### src/rtl/aclk_time_counter.sv
// aclk_time_counter: real-time HH:MM BCD counter (24-hour) for the alarm clock.
// A seconds prescaler counts one_second pulses; every SEC_PER_MIN pulses the
// four BCD digits advance by one minute. A parallel load from the key register
// overrides any tick in the same cycle.
//
// Optional build macro ACLK_LOAD_CHECK_EN: when defined, loads of times that
// are not valid 24-hour HH:MM values are rejected and load_err pulses.
// When undefined, every load is accepted and load_err is tied to 0.
module aclk_time_counter #(
  parameter int SEC_PER_MIN = 60
) (
  input  logic       clock,
  input  logic       reset,
  input  logic       one_second,
  input  logic       load_new_c,
  input  logic [3:0] new_current_time_ms_hr,
  input  logic [3:0] new_current_time_ls_hr,
  input  logic [3:0] new_current_time_ms_min,
  input  logic [3:0] new_current_time_ls_min,
  output logic [3:0] current_time_ms_hr,
  output logic [3:0] current_time_ls_hr,
  output logic [3:0] current_time_ms_min,
  output logic [3:0] current_time_ls_min,
  output logic       minute_tick,
  output logic       day_wrap,
  output logic       load_err
);

  // Four BCD digits of the time of day, most significant first.
  typedef struct packed {
    logic [3:0] ms_hr;
    logic [3:0] ls_hr;
    logic [3:0] ms_min;
    logic [3:0] ls_min;
  } bcd_time_t;

  // Last prescaler value before the minute rolls over.
  localparam logic [7:0] SEC_LAST = 8'(SEC_PER_MIN - 1);

  bcd_time_t  time_q, time_d;
  bcd_time_t  new_time;
  logic [7:0] sec_cnt_q, sec_cnt_d;
  logic       tick_q, tick_d;
  logic       wrap_q, wrap_d;
  logic       load_ok;

  assign new_time = '{ms_hr:  new_current_time_ms_hr,
                      ls_hr:  new_current_time_ls_hr,
                      ms_min: new_current_time_ms_min,
                      ls_min: new_current_time_ls_min};

`ifdef ACLK_LOAD_CHECK_EN
  logic err_q, err_d;

  // Accept only a well-formed 24-hour time: 00:00 .. 23:59.
  always_comb begin
    load_ok = (new_time.ls_min <= 4'd9) &&
              (new_time.ms_min <= 4'd5) &&
              (new_time.ls_hr  <= 4'd9) &&
              (new_time.ms_hr  <= 4'd2) &&
              !((new_time.ms_hr == 4'd2) && (new_time.ls_hr > 4'd3));
  end
`else
  // Unchecked loads: out-of-range digits self-correct at the next rollover.
  assign load_ok = 1'b1;
`endif

  // Next-state logic: load has priority over the seconds prescaler.
  always_comb begin
    // NOTE: every signal gets a default first so no path leaves it unassigned
    // (otherwise synthesis infers a latch).
    time_d    = time_q;
    sec_cnt_d = sec_cnt_q;
    tick_d    = 1'b0;
    wrap_d    = 1'b0;
`ifdef ACLK_LOAD_CHECK_EN
    err_d     = 1'b0;
`endif

    if (load_new_c) begin
      // Any one_second in this cycle is discarded, accepted load or not.
      if (load_ok) begin
        time_d    = new_time;
        sec_cnt_d = 8'd0;
      end
`ifdef ACLK_LOAD_CHECK_EN
      else begin
        err_d = 1'b1;
      end
`endif
    end else if (one_second) begin
      if (sec_cnt_q == SEC_LAST) begin
        sec_cnt_d = 8'd0;
        tick_d    = 1'b1;
        // Minute cascade. The >= tests let out-of-range digits fall back to 0
        // at the next carry instead of counting through illegal codes forever.
        if (time_q.ls_min >= 4'd9) begin
          time_d.ls_min = 4'd0;
          if (time_q.ms_min >= 4'd5) begin
            time_d.ms_min = 4'd0;
            if ((time_q.ms_hr >= 4'd2) && (time_q.ls_hr >= 4'd3)) begin
              time_d.ms_hr = 4'd0;
              time_d.ls_hr = 4'd0;
              wrap_d       = 1'b1;
            end else if (time_q.ls_hr >= 4'd9) begin
              time_d.ls_hr = 4'd0;
              time_d.ms_hr = time_q.ms_hr + 4'd1;
            end else begin
              time_d.ls_hr = time_q.ls_hr + 4'd1;
            end
          end else begin
            time_d.ms_min = time_q.ms_min + 4'd1;
          end
        end else begin
          time_d.ls_min = time_q.ls_min + 4'd1;
        end
      end else begin
        sec_cnt_d = sec_cnt_q + 8'd1;
      end
    end
  end

  // State and pulse registers with asynchronous clear to 00:00.
  always_ff @(posedge clock or posedge reset) begin
    if (reset) begin
      time_q    <= '0;
      sec_cnt_q <= 8'd0;
      tick_q    <= 1'b0;
      wrap_q    <= 1'b0;
    end else begin
      // NOTE: non-blocking assignments so every register samples the values
      // from before this edge, independent of statement order.
      time_q    <= time_d;
      sec_cnt_q <= sec_cnt_d;
      tick_q    <= tick_d;
      wrap_q    <= wrap_d;
    end
  end

`ifdef ACLK_LOAD_CHECK_EN
  // Rejected-load pulse register.
  always_ff @(posedge clock or posedge reset) begin
    if (reset) begin
      err_q <= 1'b0;
    end else begin
      err_q <= err_d;
    end
  end

  assign load_err = err_q;
`else
  assign load_err = 1'b0;
`endif

  assign current_time_ms_hr  = time_q.ms_hr;
  assign current_time_ls_hr  = time_q.ls_hr;
  assign current_time_ms_min = time_q.ms_min;
  assign current_time_ls_min = time_q.ls_min;
  assign minute_tick         = tick_q;
  assign day_wrap            = wrap_q;

endmodule

### config.mk
export PLATFORM = sky130hd
export DESIGN_NAME = aclk_time_counter
export DESIGN_NICKNAME = d
export VERILOG_FILES = /design/src/rtl/aclk_time_counter.sv
export SDC_FILE = /design/constraint.sdc
export NUM_CORES = 1
export LEC_CHECK = 0
export CAP_MARGIN = 5
export CORE_MARGIN = 4
export CORE_UTILIZATION = 53
export CTS_CLUSTER_DIAMETER = 100
export CTS_CLUSTER_SIZE = 25
export DETAILED_ROUTE_END_ITERATION = 8
export PLACE_DENSITY = 0.83
export SETUP_SLACK_MARGIN = 0.02
export SYNTH_ARGS = -nofsm -noshare
export SYNTH_HDL_FRONTEND = slang
export SYNTH_SLANG_ARGS = --single-unit
export TNS_END_PERCENT = 100
### constraint.sdc
create_clock -name clock -period 4.1 [get_ports clock]
set_clock_uncertainty 0.1 [all_clocks]
set_input_delay 0.82 -clock clock [delete_from_list [all_inputs] [get_ports clock]]
set_output_delay 0.82 -clock clock [all_outputs]
set_load 0.01 [all_outputs]
# Word-level counts from Yosys, hierarchy flattened
# Index checks and enable logic that the tools add are counted.
[word_totals] inputBits=20 elab_cells=50 regBits=26 out_inout_bits=19
[classes] n_eq_ne=1 add_sub_neg=5 order_cmp=5 muxes=22 n_reduce_logical=10
[op_table] cell="$mux 16" count=3
[op_table] cell="$mux 8" count=5
[op_table] cell="$add 4x1->4 const B" count=4
[op_table] cell="$mux 4" count=4
[op_table] cell="$mux 12" count=1
[op_table] cell="$mux 1" count=9
[op_table] cell="$add 8x1->8 const B" count=1
[op_table] cell="$eq 8x6->1 const B" count=1
[op_table] cell="$ge 4x2->1 const B" count=2
[op_table] cell="$ge 4x4->1 const B" count=2
[op_table] cell="$reduce_bool 2->1" count=4
[op_table] cell="$reduce_and 5->1" count=1
[op_table] cell="$ge 4x3->1 const B" count=1
[op_table] cell="$reduce_and 4->1" count=1
[op_table] cell="$reduce_and 3->1" count=1
[op_table] cell="$reduce_bool 3->1" count=1
[op_table] cell="$reduce_and 2->1" count=1
[op_table] cell="$logic_and 1x1->1" count=1

# Logic depth before layout (Yosys ltp)
# Gate-level depths: netlist (run 1).
[depth] depth_word=8 mapped_depth=7 depth_no_buf=7

# Least setup slack after synthesis (run 1)
# OpenSTA, ideal clock, no wires.
[synth_path] path_kind="flip-flop to flip-flop" from="register time_q (netlist bit current_time_ms_hr[0])" to="register time_q (netlist bit current_time_ls_hr[3])" path_buffers=0 slack_ns=2.070 arrival_time_ns=1.849 path_stages_with_launch=8 path_cell_list="dfrtp_1 inv_1 ha_1 nor4_2 o21a_1 o21bai_1 or4_4 o211ai_2"
[synth_between] elab_chain_cells=8
[synth_lines] item="from (decl)" line_no="40" source="bcd_time_t time_q, time_d;"
[synth_lines] item="from (signal assigned)" line_no="133" source="time_q <= time_d;"
[synth_lines] item="$ge 4x2->1" line_no="101" source="if ((time_q.ms_hr >= 4'd2) && (time_q.ls_hr >= 4'd3)) begin"
[synth_lines] item="$logic_and 1x1->1" line_no="101"
[synth_lines] item="$mux 8" line_no="101"
[synth_lines] item="$mux 8" line_no="99" source="if (time_q.ms_min >= 4'd5) begin"
[synth_lines] item="$mux 12" line_no="97" source="if (time_q.ls_min >= 4'd9) begin"
[synth_lines] item="$mux 16" line_no="92" source="if (sec_cnt_q == SEC_LAST) begin"
[synth_lines] item="$mux 16" line_no="91" source="end else if (one_second) begin"
[synth_lines] item="$mux 16" line_no="80" source="if (load_new_c) begin"
# No other way between the ends. The select of a mux whose other input is x is not followed.
# A chain may end at the register's enable or synchronous reset.

# Final worst setup path (run 1)
[layout_path] from="input port load_new_c" to="register time_q (netlist bit current_time_ms_hr[1])"
[layout_between] elab_chain_cells=2 word_cells_on_any_way=7 cone_classes="mux: 1; reduce/logical: 6"
[layout_lines] item="from (decl)" line_no="15" source="input logic load_new_c,"
[layout_lines] item="$reduce_bool 3->1 (no source line) or $reduce_bool 2->1 (tied branches)"
[layout_lines] item="$reduce_and 5->1 (no source line)"
# Parallel ways exist; a longest one is shown, timed or not.

==> run metrics, run 1 <==
clock buffer depth=2; antenna diode count=0; final setup TNS=0 ns; main flop type after synthesis=dfrtp_1; drt wl/cell=15.0 um; Worst setup SP type=primary input; Slew @ Worst Pin=0.976 ns; Synth Cell Area=1600 um2; total power=859 uW; multi-input logic area=877 um2; pwr dens=424 nW/um2; leading area contributor after synthesis=dfrtp_1; type of the most critical hold path=flip-flop to flip-flop; DR pass1 iterations=4; max capacitance violation total=0; I/O Buffers=37; hold wc startpoint=current_time_ms_min[3]; placed cell area=1990 um2; DRT iter0 DRCs=114; Ports=39; CTS root buf=clkbuf_4; critical path capture point type=flip-flop; postcts setup bufs=0; Finished Cell Area=2030 um2; vias in the first global route=1383; final critical-path share of the clock period=64.0%; crit path kind=primary input to flip-flop; antenna-violating nets left=0; final setup fails=0; synth top area cells=dfrtp_1, ha_1, a21oi_1; die area=3950 um2; clk slew on worst S/H paths=0.14 ns; RePlAce Congestion=0.892; post-synthesis sequential area ratio=40.8%; DP Wirelength=2.68 mm; Area Overhead vs Synth=26.9%; Fmax=381 MHz; syn_area_per_cell=9.68 um2; CTS buffer count=3; Final Hold Viols=0; Req. time, crit path=4.23 ns; number of fill cells=227; nets=235; Syn Inst Count=165; R2R Path Start=current_time_ms_hr[0]; first-pass GRT wire length=6.15 mm; grt total ovfl=0; drt total wl=3.49 mm; Reg area=651 um2; share of post-route cells with drive strength above 1=6.93%; Max FO, Critical Path=18; Pleak=0.000877 uW; fin crit period=2.62 ns; Synth cell types=48; Slew Limit Fails=0; Slew HR=34.9%; Sink Count=26; # resized after CTS=0; number of flops mapped to enable cells by yosys=0; die height=62.9 um; run status=complete, no violations; most numerous cell in the Yosys netlist=dfrtp_1; Via density=5.88; GRT Total Usage=18.8%; Remaining DRCs=0; initial antenna violation count=0; Worst Path Arrival=2.75 ns; CP startpoint=load_new_c; CTS Hold Buffers Added=0; largest net degree at the start of global routing=27; syn nets=197; worst skew pair latency=0.32 ns; Synth Register Bits=26; Warnings, synthesis=0; RSZ-0062 raised after global routing=false; Async S/R FF share, synth=100%; core area=2830 um2; proportion of netlist area held by the largest area contributor=40.8%; CTS tree=built; worst vdd ir=246 uV; most frequent cells after synthesis=dfrtp_1, a21oi_1; Starting Density=56.4%; # H-tree levels=1; floorplan row count=19; Die W=62.9 um; vias=1371
-- final timing paths --
path / end / slack, ns / cells past startpoint
hold reg to reg: current_time_ms_min[3] / 0.47 / 2
max in group asynchronous: current_time_ms_min[2] / 2.42 / 2
hold / removal: current_time_ms_min[3] / 0.47 / 2
min in group asynchronous: sec_cnt_q[2] / 0.90 / 2
setup reg to reg: current_time_ls_hr[3] / 1.88 / 7
setup / recovery: current_time_ms_hr[1] / 1.48 / 5
-- per-layer routing --
layer  vias up  global-route usage (%)  share of wire (%)
met1       666                    24.8                 45
li1        664                       -                  -
met2        36                    31.4                 49
met4         0                    5.51                1.2
met5         -                       0                  0
met3         5                    3.24                4.4
-- stage by stage --
step           hold slack [ns]  std cells  setup WS (ns)  util (%)
6_report                 0.474        233           1.48      71.6
5_1_grt                  0.502        233           1.37      71.6
4_1_cts                  0.477        233           1.50      71.6
3_5_place_dp             0.442        229           1.15      70.3
3_3_place_gp             0.415        229           1.19      70.3
2_1_floorplan            0.415        165           2.07         -
-- worst max-delay path, cell delays in order --
cell	delay, ns
clkdlybuf4s50_1	0.78
buf_4	0.32
o21ba_2	0.22
nor2_1	0.24
mux2_2	0.38
-- registers in the layout, summed over array words and instances (netlist names) --
signal               flops
current_time_ms_hr       4
current_time_ls_min      4
current_time_ls_hr       4
current_time_ms_min      4
sec_cnt_q                8
minute_tick              1
day_wrap                 1
-- logic make-up after synthesis --
kind of cell             share of synthesized area, %
AO/OA/AOI/OAI                                    22.0
AND/OR/NAND/NOR                                  19.2
flip-flops                                       40.8
buffers and inverters                            4.31
adder cells (fa/ha/maj)                          9.40
XOR/XNOR                                         2.74
multiplexers                                     1.33
other                                           0.235
-- where the power goes --
group	switching [uW]	leakage, uW	internal, uW	total, uW
clock	79.2	0.0000210	54.4	134
sequential	63.8	0.000331	302	366
combinational	171	0.000525	189	360
-- cell usage in the layout (no fill, tap or decap), types with 5 or more instances in the layout --
cell type and instances:
ha_1 12, nand3_1 6, inv_1 12, clkdlybuf4s50_1 37, nand2_1 12, xor2_1 5
a21oi_1 13, o21ai_0 12, nor2_1 10, dfrtp_1 26
-- final cells by class --
type / count / share of cell area [%]
multi-input combinational: 122 / 43.3
sequential: 26 / 32.1
timing repair buffer: 38 / 18.7
inverter: 12 / 2.22
tap: 31 / 1.91
clock buffer: 4 / 1.79
Note: power is estimated with default switching activity, not from simulation.
==> inputs of run 2 (changes only) <==
- CORE_UTILIZATION: 53 -> 49
- PLACE_DENSITY: 0.83 -> 0.77
- clock period: 4.1 -> 2.6 ns (I/O delays scaled with it)
==> run 2 against run 1 <==
Final cell count up 7.3%. Combinational power up 60%. Sequential share of layout area down 0.72 points.
==> run metrics, run 2 (synthesized netlist as in run 1, its figures left out) <==
run status=complete, no violations (unchanged); clk slew on worst S/H paths=0.14 ns (about the same); crit path kind=flip-flop to flip-flop (was primary input to flip-flop); worst vdd ir=407 uV (was 246 uV); most frequent cells in the layout=clkdlybuf4s50_1, dfrtp_1, a21oi_1 (unchanged); die height=65.1 um (was 62.9 um); CTS Hold Buffers Added=0 (unchanged); Final Util=67.3% (was 71.6%); final setup TNS=0 ns (unchanged); M3 GR Usage=2.60% (was 3.24%); floorplan row count=20 (was 19); share of post-route cells with drive strength above 1=8.74% (was 6.93%); Via density=5.49 (was 5.88); Pleak=0.000896 uW (was 0.000877 uW); Req. time, crit path=2.76 ns (was 4.23 ns); final setup fails=0 (unchanged); # H-tree levels=1 (unchanged); critical path capture point type=flip-flop (unchanged); GRT Max-Usage Layer=met2 (unchanged); commonest non-fill, non-tap cell in the layout=clkdlybuf4s50_1 (unchanged); RePlAce Congestion=0.848 (was 0.892); DRT iter0 DRCs=71 (was 114); nets=239 (was 235); M1 GR Usage=23.5% (was 24.8%); type of the most critical hold path=primary input to async pin (was flip-flop to flip-flop); RSZ-0062 raised after global routing=false (unchanged); DR pass1 iterations=4 (unchanged); fin crit period=2.17 ns; grt total ovfl=0 (unchanged); die area=4240 um2 (was 3950 um2); Fmax=461 MHz; largest net degree at the start of global routing=27 (unchanged); Starting Density=51.9% (was 56.4%); # resized after CTS=0 (unchanged); multi-input logic area=877 um2 (unchanged); antenna-violating nets left=0 (unchanged); GRT Total Usage=18.5% (was 18.8%); CP top delay family=simple AND/OR/NAND/NOR gates (was buffers and inverters); Area Overhead vs Synth=29.8% (was 26.9%); Ports=39 (unchanged); postcts setup bufs=0 (unchanged); pwr dens=657 nW/um2 (was 424 nW/um2); Final Hold Viols=0 (unchanged); Reg with most FFs=sec_cnt_q (unchanged); drt total wl=3.61 mm (was 3.49 mm); Remaining DRCs=0 (unchanged); initial antenna violation count=0 (unchanged); Slew Limit Fails=0 (unchanged); antenna diode count=0 (unchanged); Die W=65.1 um (was 62.9 um); met2 usage=32.4% (was 31.4%); CTS buffer count=3 (unchanged); vias in the first global route=1429 (was 1383); vias=1372 (was 1371); CP bufs+invs=1 (was 2); Worst Path Arrival=2.33 ns (was 2.75 ns); critical-path cell list=inv_1 > ha_1 > nor4_2 > o21a_1 > o21bai_1 > or4_4 > o211ai_2 (was clkdlybuf4s50_1 > buf_4 > o21ba_2 > nor2_1 > mux2_2); first-pass GRT wire length=6.32 mm (was 6.15 mm); Reg area=651 um2 (unchanged); worst skew pair latency=0.32 ns (about the same); number of fill cells=255 (was 227); CP max stage cell=or4_4 (was clkdlybuf4s50_1); max capacitance violation total=0 (unchanged); core area=3080 um2 (was 2830 um2); I/O Buffers=37 (unchanged); Sink Count=26 (unchanged); drt wl/cell=14.5 um (was 15.0 um); CTS tree=built (unchanged); final critical-path share of the clock period=83.5%; clock buffer depth=2 (unchanged); Worst setup SP type=flip-flop (was primary input); CTS root buf=clkbuf_4 (unchanged); DP Wirelength=2.89 mm (was 2.68 mm); Worst path max stage delay=0.53 ns (was 0.78 ns); number of flip-flops in the largest register=8 (unchanged); Max FO, Critical Path=5 (was 18)
## run 2: cell count changes in the layout (fill, tap and decap cells not counted)
cell,previous run,this run
buf_4,1,5
## run 2: layer usage
metal	part of all wire [%]	up-vias
met5	0	-
met4	1.2	0
met3	4.5	6
met2	50	36
met1	44	653
li1	-	677
## run 2: cell type report
| class | instances | area share [%] |
|---|---|---|
| Clock buffer | 4 | 1.75 |
| Inverter | 12 | 2.17 |
| Multi-Input combinational cell | 122 | 42.3 |
| Sequential cell | 26 | 31.4 |
| Tap cell | 44 | 2.66 |
| Timing Repair Buffer | 42 | 19.7 |
## run 2: power by group
| part | internal, uW | switching [uW] | leakage, uW | total (uW) |
|---|---|---|---|---|
| sequential | 476 | 102 | 0.000331 | 578 |
| combinational | 304 | 273 | 0.000545 | 577 |
| clock | 85.7 | 121 | 0.0000210 | 207 |
| total | 866 | 496 | 0.000896 | 1360 |
## run 2: metrics by stage
step	setup slack [ns]	instance area [um2]	instances	hold WS, ns	power, uW
detailed placement	0.240	2040	246	0.449	1160
finish	0.429	2070	250	0.451	1360
global route	0.324	2070	250	0.473	1460
floorplan	0.570	1600	165	0.415	890
global placement	0.288	2040	246	0.424	1140
CTS	0.432	2070	250	0.467	1370
## run 2: worst min-delay path, cell delays in order
cell,delay (ns)
clkdlybuf4s50_1,0.41
inv_1,0.06
buf_4,0.31
## run 2: worst paths after layout
kind,to,slack (ns),cells after the start,from
worst max-delay path,current_time_ls_hr[3],0.43,7,current_time_ms_hr[0]
worst min-delay path,sec_cnt_q[2],0.45,3,reset
worst max register to register,current_time_ls_hr[3],0.43,7,current_time_ms_hr[0]
worst min register to register,current_time_ms_min[3],0.48,2,current_time_ms_min[3]
max in group asynchronous,current_time_ms_hr[3],1.71,3,reset
min in group clock,current_time_ms_min[3],0.48,2,current_time_ms_min[3]
